### src/rtl/rs_issue_sched_pkg.sv
// rtl/rs_issue_sched_pkg.sv - RS issue scheduler sizes and FSM state encoding
`ifndef RS_LEN
`define RS_LEN 8
`endif

package rs_issue_sched_pkg;
  localparam int RS_LEN   = `RS_LEN;
  localparam int RS_IDX_W = (RS_LEN > 1) ? $clog2(RS_LEN) : 1;

  typedef enum logic {
    RS_SCHED_IDLE  = 1'b0,
    RS_SCHED_VALID = 1'b1
  } rs_sched_state_e;
endpackage

### src/rtl/rs_issue_sched_if.sv
// rtl/rs_issue_sched_if.sv - FU issue port handshake between scheduler and FU/issue mux
interface rs_issue_sched_if;
  import rs_issue_sched_pkg::*;

  logic                issue_valid;
  logic [RS_IDX_W-1:0] issue_idx;
  logic [RS_LEN-1:0]   issue_onehot;
  logic [RS_LEN-1:0]   rs_entry_clear_out;
  logic                fu_ready;

  modport master (
    output issue_valid, issue_idx, issue_onehot, rs_entry_clear_out,
    input  fu_ready
  );

  modport slave (
    input  issue_valid, issue_idx, issue_onehot, rs_entry_clear_out,
    output fu_ready
  );
endinterface

### src/rtl/rs_issue_sched_rr_picker.sv
// rtl/rs_issue_sched_rr_picker.sv - rotate-priority encoder (rs_rr_picker): first req at or after ptr
module rs_rr_picker #(
  parameter int N = 8,
  parameter int W = 3
) (
  input  logic [N-1:0] req,
  input  logic [W-1:0] ptr,
  output logic [N-1:0] gnt_onehot,
  output logic [W-1:0] gnt_idx,
  output logic         gnt_valid
);
  logic [W-1:0] cand;

  // Scan from ptr upward, wrapping modulo N; the first request found wins.
  always_comb begin
    gnt_valid = 1'b0;
    gnt_idx   = '0;
    cand      = '0;
    for (int k = 0; k < N; k++) begin
      cand = W'((int'(ptr) + k) % N);
      if (!gnt_valid && req[cand]) begin
        gnt_valid = 1'b1;
        gnt_idx   = cand;
      end
    end
    gnt_onehot = gnt_valid ? (N'(1) << gnt_idx) : '0;
  end
endmodule

### src/rtl/rs_issue_sched.sv
// rtl/rs_issue_sched.sv - RS issue scheduler; define RS_SCHED_AGE_EN for oldest-first selection
module rs_issue_sched
  import rs_issue_sched_pkg::*;
(
  input  logic              clock,
  input  logic              reset,
  input  logic [RS_LEN-1:0] rs_entry_busy,
  input  logic [RS_LEN-1:0] rs_entry_ready,
  input  logic [RS_LEN-1:0] rs_entry_alloc,
  input  logic              squash,
  rs_issue_sched_if.master  iss
);
  rs_sched_state_e     state_q, state_d;
  logic [RS_IDX_W-1:0] idx_q, idx_d, win_idx;
  logic [RS_LEN-1:0]   held_onehot, elig;
  logic                win_valid, held_lost, fire;

  assign iss.issue_valid  = (state_q == RS_SCHED_VALID);
  assign held_onehot      = iss.issue_valid ? (RS_LEN'(1) << idx_q) : '0;
  assign iss.issue_idx    = idx_q;
  assign iss.issue_onehot = held_onehot;

  // The RS may free the held entry behind our back; that issue is abandoned silently.
  assign held_lost = iss.issue_valid & ~rs_entry_busy[idx_q];
  assign fire      = iss.issue_valid & iss.fu_ready & ~squash & ~held_lost;
  assign iss.rs_entry_clear_out = fire ? held_onehot : '0;

`ifdef RS_SCHED_AGE_EN
  // age_q[j][i] = 1 means entry j is older than entry i.
  logic [RS_LEN-1:0] age_q [RS_LEN];
  logic              blocked;

  // A freshly allocated entry is youngest and cannot be picked in its allocation cycle.
  assign elig = rs_entry_busy & rs_entry_ready & ~held_onehot & ~rs_entry_alloc;

  // Age matrix: new entry becomes younger than every other entry.
  always_ff @(posedge clock or negedge reset) begin
    if (!reset) begin
      for (int j = 0; j < RS_LEN; j++) age_q[j] <= '0;
    end else begin
      for (int i = 0; i < RS_LEN; i++) begin
        if (rs_entry_alloc[i]) begin
          for (int j = 0; j < RS_LEN; j++) begin
            age_q[j][i] <= (j != i);
            age_q[i][j] <= 1'b0;
          end
        end
      end
    end
  end

  // Oldest-first pick: an eligible entry with no older eligible entry; lowest index breaks ties.
  always_comb begin
    win_valid = 1'b0;
    win_idx   = '0;
    blocked   = 1'b0;
    for (int i = 0; i < RS_LEN; i++) begin
      blocked = 1'b0;
      for (int j = 0; j < RS_LEN; j++) blocked = blocked | (elig[j] & age_q[j][i]);
      if (!win_valid && elig[i] && !blocked) begin
        win_valid = 1'b1;
        win_idx   = RS_IDX_W'(i);
      end
    end
  end
`else
  logic [RS_IDX_W-1:0] rr_ptr_q;
  logic [RS_LEN-1:0]   unused_gnt_onehot;

  assign elig = rs_entry_busy & rs_entry_ready & ~held_onehot;

  // Round-robin pointer moves just past each issued entry; squash leaves it alone.
  always_ff @(posedge clock or negedge reset) begin
    if (!reset) begin
      rr_ptr_q <= '0;
    end else if (fire) begin
      rr_ptr_q <= (idx_q == RS_IDX_W'(RS_LEN - 1)) ? '0 : idx_q + RS_IDX_W'(1);
    end
  end

  rs_rr_picker #(.N(RS_LEN), .W(RS_IDX_W)) u_rr_picker (
    .req        (elig),
    .ptr        (rr_ptr_q),
    .gnt_onehot (unused_gnt_onehot),
    .gnt_idx    (win_idx),
    .gnt_valid  (win_valid)
  );
`endif

  // Issue state and held index registers.
  always_ff @(posedge clock or negedge reset) begin
    if (!reset) begin
      state_q <= RS_SCHED_IDLE;
      idx_q   <= '0;
    end else begin
      state_q <= state_d;
      idx_q   <= idx_d;
    end
  end

  // Next state: load a winner when idle or after a fire; hold steady while stalled.
  always_comb begin
    state_d = state_q;
    idx_d   = idx_q;
    unique case (state_q)
      RS_SCHED_IDLE: begin
        if (!squash && win_valid) begin
          state_d = RS_SCHED_VALID;
          idx_d   = win_idx;
        end
      end
      RS_SCHED_VALID: begin
        if (squash || held_lost) begin
          state_d = RS_SCHED_IDLE;
        end else if (fire) begin
          if (win_valid) idx_d = win_idx;
          else           state_d = RS_SCHED_IDLE;
        end
      end
      default: state_d = RS_SCHED_IDLE;
    endcase
  end

  // At most one entry may be allocated per cycle.
  always @(posedge clock) begin
    if (reset) alloc_onehot0: assert ($onehot0(rs_entry_alloc));
  end
endmodule

### src/flat_wrapper.sv
// flat-port wrapper written by rule: the top's interface ports become plain ports
module rs_issue_sched_flat import rs_issue_sched_pkg::*;
  (clock, reset, rs_entry_busy, rs_entry_ready, rs_entry_alloc, squash, iss_issue_valid, iss_issue_idx, iss_issue_onehot, iss_rs_entry_clear_out, iss_fu_ready);
  rs_issue_sched_if iss_i ();
  input  logic clock;
  input  logic reset;
  input  logic [RS_LEN-1:0] rs_entry_busy;
  input  logic [RS_LEN-1:0] rs_entry_ready;
  input  logic [RS_LEN-1:0] rs_entry_alloc;
  input  logic squash;
  output wire logic [$bits(iss_i.issue_valid)-1:0] iss_issue_valid;
  output wire logic [$bits(iss_i.issue_idx)-1:0] iss_issue_idx;
  output wire logic [$bits(iss_i.issue_onehot)-1:0] iss_issue_onehot;
  output wire logic [$bits(iss_i.rs_entry_clear_out)-1:0] iss_rs_entry_clear_out;
  input wire logic [$bits(iss_i.fu_ready)-1:0] iss_fu_ready;
  assign iss_issue_valid = iss_i.issue_valid;
  assign iss_issue_idx = iss_i.issue_idx;
  assign iss_issue_onehot = iss_i.issue_onehot;
  assign iss_rs_entry_clear_out = iss_i.rs_entry_clear_out;
  assign iss_i.fu_ready = iss_fu_ready;
  rs_issue_sched u_core (.clock(clock), .reset(reset), .rs_entry_busy(rs_entry_busy), .rs_entry_ready(rs_entry_ready), .rs_entry_alloc(rs_entry_alloc), .squash(squash), .iss(iss_i));
endmodule
### config.mk
export PLATFORM = sky130hd
export DESIGN_NAME = rs_issue_sched_flat
export DESIGN_NICKNAME = d
export VERILOG_FILES = /design/src/rtl/rs_issue_sched_pkg.sv /design/src/rtl/rs_issue_sched_if.sv /design/src/rtl/rs_issue_sched_rr_picker.sv /design/src/rtl/rs_issue_sched.sv /design/src/flat_wrapper.sv
export SDC_FILE = /design/constraint.sdc
export NUM_CORES = 1
export LEC_CHECK = 0
export ABC_CLOCK_PERIOD_IN_PS = 6300
export CORE_MARGIN = 3
export CORE_UTILIZATION = 30
export CTS_CLUSTER_SIZE = 20
export DETAILED_ROUTE_END_ITERATION = 6
export GPL_TIMING_DRIVEN = 1
export SLEW_MARGIN = 20
export SYNTH_ARGS = -nofsm -noshare
export SYNTH_HDL_FRONTEND = slang
export SYNTH_SLANG_ARGS = --single-unit
### constraint.sdc
create_clock -name clock -period 6.3 [get_ports clock]
set_input_delay 0.945 -clock clock [delete_from_list [all_inputs] [get_ports clock]]
set_output_delay 0.945 -clock clock [all_outputs]
set_load 0.01 [all_outputs]
### Word level (Yosys, flattened, before mapping)

Cells that the tools add are included.

| storage, ports and cells | value |
|---|---|
| register bits | 7 |
| output and inout bits | 20 |

| cells by class | value |
|---|---|
| add/sub/neg operators | 8 |
| $lt $le $gt $ge | 9 |
| equal/unequal tests | 5 |
| shift-type cells | 1 |
| multiplexer cells | 47 |
| bitwise operators | 11 |
| reductions and logical operators | 18 |

Operators with widths:

| cell | number |
|---|---|
| 3-bit two-way mux | 13 |
| 3-bit by 4-bit less-than comparator with 1-bit output, second input constant | 9 |
| 1-bit binary-select mux with 3-bit select | 9 |
| 1-bit two-way mux | 21 |
| 8-bit AND | 2 |
| 8-bit two-way mux | 2 |
| 3-bit adder, second input constant | 4 |
| 1-bit logical AND | 8 |
| 1-bit zero test | 8 |
| 8-bit NOT | 1 |
| 1-bit by 3-bit left shift with 8-bit output, first input constant | 1 |
| 3-bit by 1-bit adder with 3-bit output, second input constant | 2 |
| 3-bit by 2-bit adder with 3-bit output, second input constant | 2 |
| 2-bit != test, second input constant | 3 |
| 3-bit case mux with 2 select lines | 1 |
| 1-bit AND | 4 |
| 1-bit NOT | 4 |
| 4-bit AND reduction | 1 |
| 3-bit == test, second input constant | 1 |
| 2-bit by 1-bit != test with 1-bit output, second input constant | 1 |
| 1-bit case mux with 2 select lines | 1 |
| 1-bit logical OR | 1 |

### Longest topological paths before layout

Gate-level depths: netlist of the first run.

| depth | value |
|---|---|
| depth in word-level cells | 32 |
| gate-level depth with buffers | 12 |
| mapped depth without buffers | 11 |

### Cells and area by module

Synthesis of the first run repeated with hierarchy kept, for this count alone.

| unflattened totals | value |
|---|---|
| cell total of the unflattened synthesis | 197 |
| area, all modules | 1664.1 µm² |

Modules (own cells, without submodules):

| module | instances | cells each | area an instance (µm²) | seq. area each (µm²) |
|---|---|---|---|---|
| rs_rr_picker | 1 | 97 | 885.8 | 0.0 |
| rs_issue_sched | 1 | 100 | 778.2 | 175.2 |

### Least setup slack after synthesis of the first run

Ideal clock, no wire load.

| path | value |
|---|---|
| kind | register to register |
| start point | register u_core.idx_q[0] (netlist: u_core.iss.issue_idx[0]) |
| end point | register u_core.idx_q[1] (netlist: u_core.iss.issue_idx[1]) |
| library setup time | 0.126 ns |
| arrival time | 2.940 ns |
| path slack | 3.235 ns |
| stages on the path, launching flop included | 12 |
| path buffers | 1 |
| clock period less this slack | 3.065 ns |
| cell sequence | dfrtp_1 -> ha_1 -> ha_1 -> and2_1 -> buf_2 -> o32ai_1 -> o22ai_1 -> nor3b_2 -> mux2_2 -> a221o_1 -> a311oi_2 -> o2bb2ai_1 |

| between the ends | value |
|---|---|
| cells in the longest elaborated chain, start to end | 32 |
| elaborated cells between the ends (all ways) | 68 |
| classes of those cells | 4 x eq/ne; 1 x shift; 40 x mux; 6 x bitwise; 17 x reduce/logical |

RTL lines:

| item | line | source |
|---|---|---|
| from (decl) | rs_issue_sched.sv:14 | `logic [RS_IDX_W-1:0] idx_q, idx_d, win_idx;` |
| from (signal assigned) | rs_issue_sched.sv:97 | `idx_q <= idx_d;` |
| 1-bit by 3-bit left shift with 8-bit output * | rs_issue_sched.sv:19 | `assign held_onehot = iss.issue_valid ? (RS_LEN'(1) << idx_q) : '0;` |
| 8-bit two-way mux * | rs_issue_sched.sv:19 |  |
| net iss_issue_onehot[3] | flat_wrapper.sv:13 | `output wire logic [$bits(iss_i.issue_onehot)-1:0] iss_issue_onehot;` |
| 8-bit NOT * | rs_issue_sched.sv:70 | `assign elig = rs_entry_busy & rs_entry_ready & ~held_onehot;` |
| 8-bit AND * | rs_issue_sched.sv:70 |  |
| 1-bit binary-select mux with 3-bit select | rs_issue_sched_rr_picker.sv:21 | `if (!gnt_valid && req[cand]) begin` |
| 1-bit two-way mux (implied by the code) | rs_issue_sched_rr_picker.sv:21 |  |
| 1-bit two-way mux | rs_issue_sched_rr_picker.sv:21 |  |
| [17 not listed] | -- |  |
| 1-bit two-way mux | rs_issue_sched_rr_picker.sv:21 |  |
| 1-bit zero test | rs_issue_sched_rr_picker.sv:21 |  |
| 1-bit logical AND | rs_issue_sched_rr_picker.sv:21 |  |
| 3-bit two-way mux | rs_issue_sched_rr_picker.sv:21 |  |
| 3-bit two-way mux | rs_issue_sched.sv:116 | `if (win_valid) idx_d = win_idx;` |
| 3-bit two-way mux | rs_issue_sched.sv:115 | `end else if (fire) begin` |
| 3-bit two-way mux | rs_issue_sched.sv:113 | `if (squash \|\| held_lost) begin` |
| 3-bit case mux with 2 select lines | rs_issue_sched.sv:105 | `unique case (state_q)` |

The timed path passes the listed nets; every way through them passes the cells marked *. The select of a mux whose other input is x is not followed.
A chain may end at the register's enable or synchronous reset.

### Worst setup path after layout of the first run

| path | value |
|---|---|
| start point | input port rs_entry_busy[5] |
| end point | output port iss_rs_entry_clear_out[0] |

| between the ends | value |
|---|---|
| cells in the longest elaborated chain, start to end | 7 |

RTL lines:

| item | line | source |
|---|---|---|
| from (decl) | flat_wrapper.sv:7 | `input logic [RS_LEN-1:0] rs_entry_busy;` |
| 1-bit binary-select mux with 3-bit select | rs_issue_sched.sv:24 | `assign held_lost = iss.issue_valid & ~rs_entry_busy[idx_q];` |
| 1-bit two-way mux (implied by the code) | rs_issue_sched.sv:24 |  |
| 1-bit NOT | rs_issue_sched.sv:24 |  |
| 1-bit AND | rs_issue_sched.sv:24 |  |
| 1-bit NOT | rs_issue_sched.sv:25 | `assign fire = iss.issue_valid & iss.fu_ready & ~squash & ~held_lost;` |
| 1-bit AND | rs_issue_sched.sv:25 |  |
| 8-bit two-way mux | rs_issue_sched.sv:26 | `assign iss.rs_entry_clear_out = fire ? held_onehot : '0;` |
| to (decl) | flat_wrapper.sv:14 | `output wire logic [$bits(iss_i.rs_entry_clear_out)-1:0] iss_rs_entry_clear_out;` |

No other way between the ends. The select of a mux whose other input is x is not followed.

==> results.py, run 1 <==
metrics = {
    "synthesis": {
        "synth.distinct_cells": 60,
        "syn_area_mm2": 0.00184,
        "ys_seq_area_share_pct": 9.52,
        "netlist_instances": 224,
        "yosys-top-cells-count": "23 x nor2_1, 20 x nand2_1, 12 x nand3_1, 10 x nor3_1, 9 x a21oi_1",
        "yosysWarnings": 0,
        "ys_ff_latch": 7,
        "synth_area_leaders": "dfrtp_1 9.5%, mux4_2 8.6%, ha_1 5.4%",
        "post_synth.cell_area_avg_um2": 8.22,
        "ys.flop_type": "dfrtp_1",
        "synth_largest_area_cell": "dfrtp_1",
        "async_flop_share_pct": 100,
        "yosysTopAreaCellShare_pct": 9.52,
        "synth_edf_count": 0,
        "synth_most_common_cell": "nor2_1",
        "synth_fp_nets": 260,
    },
    "status": {
        "outcome": "finished clean",
    },
    "route": {
        "wirelength_um": 5730,
        "ant_nets": 0,
        "first_pass_iters": 5,
        "viasPerCell": 5.88,
        "drt_iter0_drc": 188,
        "via_count": 1922,
        "avgRoutedWirePerCell_um": 17.5,
        "drc_errors": 0,
    },
    "die": {
        "ios": 48,
        "die_w_um": 84.3,
        "dieArea_mm2": 0.00711,
        "core-area_mm2": 0.00571,
        "die_h_um": 84.3,
        "start_util_pct": 32.2,
        "rows": 27,
    },
    "sta": {
        "tightest_slew_ns": 0.947,
        "fin_tns_setup_ns": 0,
        "skew_ns": 0.000887,
        "holdWs_ns": 0.690,
        "hold_viol_final": 0,
        "fin_crit_ns": 4.38,
        "fmax_mhz": 228,
        "rsz0062_at_grt": "no",
        "maxSlewHeadroom_pct": 36.9,
        "min_period_over_period_pct": 69.5,
        "slew_violations": 0,
        "setup-violations-final": 0,
    },
    "critical_path": {
        "cp-start-kind": "primary input",
        "crit_fanout": 10,
        "endpoint_kind": "primary output",
        "crit_required_ns": 5.35,
        "critPathKind": "primary input to primary output",
        "crit_arrival_ns": 3.43,
    },
    "clocking": {
        "clk_pin_slew_ns": 0.04,
        "cts_tree": "built",
        "clock_latency_ns": 0.22,
        "ctsHoldBuffers": 0,
        "cts_resized": 0,
        "cts_max_path_buffers": 2,
        "numClockSinks": 7,
        "post_cts_buffers": 0,
        "cts_htree_levels": 1,
        "cts_buffers": 3,
        "cts_root_buffer": "clkbuf_8",
    },
    "cells_and_area": {
        "fillerInstances": 610,
        "diodes": 0,
        "final_core_util_pct": 39.9,
        "final_nets": 292,
        "drive_above_1_share_pct": 17.3,
        "area_growth_pct": 23.9,
    },
    "global_route": {
        "antenna_found_initial": 0,
        "overflow": 0,
        "grt_pass1_vias": 1742,
        "grt_first_pass_wirelength_um": 9280,
        "grt_start_max_net_pins": 23,
        "track_usage_pct": 15.8,
    },
    "pwr": {
        "power_density_mw_per_mm2": 562,
        "p_leak_nw": 0.896,
        "power_mw": 1.28,
        "vdd.ir_drop.worst_mv": 0.273,
    },
    "placed_design": {
        "io_buffers": 39,
        "gp_congestion": 0.880,
        "hpwl_um": 4540,
    },
    "flow_run": {
        "maxCapViolCount": 0,
    },
    "worst_hold_path": {
        "hold_path_class": "flip-flop to flip-flop",
    },
}
[metrics by stage]
stage               instance area, um^2  worst slack [ns]  std cells
floorplan                          1840              3.23        224
global placement                   2230              1.92        323
detailed placement                 2230              1.89        323
CTS                                2280              1.89        327
global route                       2280              1.68        327
finish                             2280              1.92        327
[metal layers]
layer | part of all wire, % | vias up | track usage, %
li1 | - | 926 | -
met1 | 50 | 927 | 24.1
met2 | 45 | 64 | 25.0
met3 | 4.9 | 5 | 0.883
met4 | 0.54 | 0 | 2.19
met5 | 0 | - | 0
[cell type report]
| class | count | area (um^2) | share of cell area [%] |
|---|---|---|---|
| multi-input cells | 193 | 1530 | 67.3 |
| well taps | 72 | 90.1 | 3.95 |
| repair buffers | 39 | 390 | 17.1 |
| inverters | 12 | 45.0 | 1.98 |
| flip-flops and latches | 7 | 175 | 7.68 |
| clock buffers | 4 | 45.0 | 1.98 |
[worst paths after layout]
check / slack [ns] / startpoint / cells after the start / to
min: 0.69 / u_core.iss.issue_idx[2] / 1 / u_core.iss.issue_idx[2]
max: 1.92 / rs_entry_busy[5] / 7 / iss_rs_entry_clear_out[0]
max in group asynchronous: 5.06 / reset / 1 / u_core.iss.issue_idx[1]
min reg2reg: 0.69 / u_core.iss.issue_idx[2] / 1 / u_core.iss.issue_idx[2]
max reg2reg: 2.13 / u_core.rr_ptr_q[0] / 10 / u_core.iss.issue_idx[1]
min in group asynchronous: 0.99 / reset / 1 / u_core.rr_ptr_q[2]
[cell usage in the layout (no fill, tap or decap), types with 6 or more instances in the layout]
cell              n
nand2_1          20
clkdlybuf4s50_1  39
o21ai_0           6
nor2_1           23
nor3_1           10
dfrtp_1           7
o32ai_1           6
a21oi_1           9
nand3b_1          7
mux2i_1           7
nand3_1          12
mux4_2            7
inv_1             7
ha_1              8
and3_1            8
[flip-flops by register name (all words and copies together), names as in the netlist]
register                flops
u_core.iss.issue_valid      1
u_core.rr_ptr_q             3
u_core.iss.issue_idx        3
[worst max-delay path, stage by stage]
cell and delay, ns:
clkdlybuf4s50_1 0.57, mux4_2 0.31, mux2i_1 0.11, nor3b_1 0.44
nand2_1 0.33, nor2_1 0.17, clkdlybuf4s50_1 0.55
[power by group]
part / switching, mW / internal [mW] / leakage, nW / total [mW]
logic: 0.569 / 0.482 / 0.787 / 1.05
clock network: 0.0170 / 0.0436 / 0.0228 / 0.0606
registers: 0.103 / 0.0664 / 0.0863 / 0.169
[cell families (layout without fill, tap and decap cells)]
family | Yosys count | in the layout | synth area share [%]
AO/OA/AOI/OAI | 61 | 61 | 28.3
XOR/XNOR | 4 | 4 | 3.74
adder cells (fa/ha/maj) | 8 | 8 | 5.44
buffers and inverters | 24 | 55 | 7.14
flip-flops | 7 | 7 | 9.52
multiplexers | 18 | 18 | 16.0
AND/OR/NAND/NOR | 102 | 102 | 29.8
Power figures use the tool's default switching activity.
==> run 2: changes to the inputs <==
ABC_CLOCK_PERIOD_IN_PS = 4500   (was 6300)
clock period = 4.5 ns   (was 6.3 ns; I/O delays follow)
==> results.py, run 2 (synthesis results as in run 1) <==
metrics = {
    "sta": {
        "fmax_mhz": 259,
        "slew_violations": 0,
        "maxSlewHeadroom_pct": 59.4,
        "min_period_over_period_pct": 85.9,
        "setup-violations-final": 0,
        "rsz0062_at_grt": "no",
        "fin_crit_ns": 3.86,
        "setup_slack_ns": 0.635,
        "tightest_slew_ns": 0.609,
        "fin_tns_setup_ns": 0,
        "skew_ns": 0.00183,
        "hold_viol_final": 0,
    },
    "critical_path": {
        "r2r_end": "u_core.iss.issue_idx[1]",
        "rr_worst_depth": 10,
        "crit_family": "buffers and inverters",
        "worst_path_most_repeated_cell": "clkdlybuf4s50_1",
        "cp_num_buf_inv": 2,
        "cp_slowest_cell": "clkdlybuf4s50_1",
        "crit_arrival_ns": 3.19,
        "critPathKind": "primary input to primary output",
        "crit_end": "iss_rs_entry_clear_out[2]",
        "critical_path.startpoint": "rs_entry_busy[5]",
        "cp_num_cells": 7,
        "crit_chain": "clkdlybuf4s50_1, mux4_2, mux2i_1, nor3b_1, nand2_1, nor2_1, clkdlybuf4s50_1",
        "r2r_slack_ns": 1.05,
        "cpPeakStageDelay_ns": 0.57,
        "crit_required_ns": 3.83,
        "crit_fanout": 10,
        "rr_startpoint": "u_core.iss.issue_idx[0]",
        "endpoint_kind": "primary output",
        "cp-start-kind": "primary input",
    },
    "global_route": {
        "antenna_found_initial": 0,
        "overflow": 0,
        "grt_first_pass_wirelength_um": 9610,
        "grt_start_max_net_pins": 22,
        "track_usage_pct": 16.2,
        "grt_pass1_vias": 1863,
    },
    "clocking": {
        "post_cts_buffers": 0,
        "cts_htree_levels": 1,
        "clk_pin_slew_ns": 0.04,
        "cts_root_buffer": "clkbuf_8",
        "cts_tree": "built",
        "clock_latency_ns": 0.23,
        "cts_buffers": 3,
        "numClockSinks": 7,
        "ctsHoldBuffers": 0,
        "cts_resized": 0,
        "cts_max_path_buffers": 2,
    },
    "pwr": {
        "power.share.clock_pct": 4.9,
        "power.internal_mw": 0.853,
        "vdd.ir_drop.worst_mv": 0.371,
        "power_density_mw_per_mm2": 787,
        "power_switching_mw": 0.966,
        "share_seq_of_total_power_pct": 9.7,
        "p_comb_share_pct": 85.5,
        "p_sw_share_pct": 53.1,
        "p_leak_nw": 0.915,
    },
    "cells_and_area": {
        "final_common_cell": "clkdlybuf4s50_1",
        "area_growth_pct": 25.5,
        "fillerInstances": 578,
        "seq_area_um2": 175,
        "fin_cells": 331,
        "diodes": 0,
        "final_core_util_pct": 40.5,
        "multiInputGateArea_mm2": 0.00153,
        "final_nets": 296,
        "layout_common_cells": "39 x clkdlybuf4s50_1, 23 x nor2_1, 20 x nand2_1",
        "drive_above_1_share_pct": 18.5,
    },
    "route": {
        "ant_nets": 0,
        "drc_errors": 0,
        "wirelength_um": 5690,
        "first_pass_iters": 5,
        "via_count": 1917,
        "viasPerCell": 5.79,
        "avgRoutedWirePerCell_um": 17.2,
        "drt_iter0_drc": 319,
    },
    "die": {
        "core-area_mm2": 0.00571,
        "die_h_um": 84.3,
        "start_util_pct": 32.2,
        "ios": 48,
        "die_w_um": 84.3,
        "dieArea_mm2": 0.00711,
        "rows": 27,
    },
    "worst_hold_path": {
        "hold_path_class": "flip-flop to flip-flop",
        "hp-start": "u_core.iss.issue_idx[2]",
        "worstHoldPathCells": 1,
    },
    "placed_design": {
        "io_buffers": 39,
        "hpwl_um": 4490,
        "placedCellCount": 327,
        "place_ws_ns": 0.674,
        "gp_congestion": 0.883,
    },
    "flow_run": {
        "maxCapViolCount": 0,
    },
    "status": {
        "outcome": "finished clean",
    },
}
[run 2: cell type report]
| type | count | area share [%] |
|---|---|---|
| multi-input cells | 193 | 66.4 |
| repair buffers | 43 | 18.2 |
| flip-flops and latches | 7 | 7.58 |
| well taps | 72 | 3.90 |
| clock buffers | 4 | 1.95 |
| inverters | 12 | 1.95 |
[run 2: how the worst min path moves through the flow]
| stage | endpoint | slack, ns |
|---|---|---|
| floorplan | u_core.iss.issue_idx[0] | 0.38 |
| global placement | u_core.iss.issue_idx[2] | 0.70 |
| detailed placement | u_core.iss.issue_idx[2] | 0.69 |
| CTS | u_core.iss.issue_idx[2] | 0.71 |
| global route | u_core.iss.issue_valid | 0.73 |
| finish | u_core.iss.issue_idx[2] | 0.70 |
[run 2: through the flow]
step | hold WS [ns] | instance area, um^2 | power [mW]
detailed placement | 0.689 | 2260 | 1.72
global placement | 0.702 | 2260 | 1.72
CTS | 0.712 | 2310 | 1.82
finish | 0.699 | 2310 | 1.82
floorplan | 0.379 | 1840 | 1.36
global route | 0.733 | 2310 | 1.99
[run 2: power by group through the flow]
stage | clock network, mW | registers (mW) | logic, mW
floorplan | 0 | 0.145 | 1.22
global placement | 0 | 0.178 | 1.54
detailed placement | 0 | 0.177 | 1.54
CTS | 0.0895 | 0.177 | 1.55
global route | 0.0935 | 0.185 | 1.71
finish | 0.0884 | 0.176 | 1.55
[run 2: routing by layer]
| metal | vias to the layer above | share of wire (%) | global-route usage, % |
|---|---|---|---|
| li1 | 923 | - | - |
| met1 | 915 | 46 | 24.4 |
| met2 | 75 | 45 | 25.0 |
| met3 | 4 | 8.4 | 1.37 |
| met4 | 0 | 0.70 | 3.22 |
| met5 | - | 0 | 0 |
==> run 3: changes to the inputs <==
HOLD_SLACK_MARGIN = 0.1   (was not set)
==> results of run 3 <==
The final DEF is identical to that of run 2; final timing and power are the same.
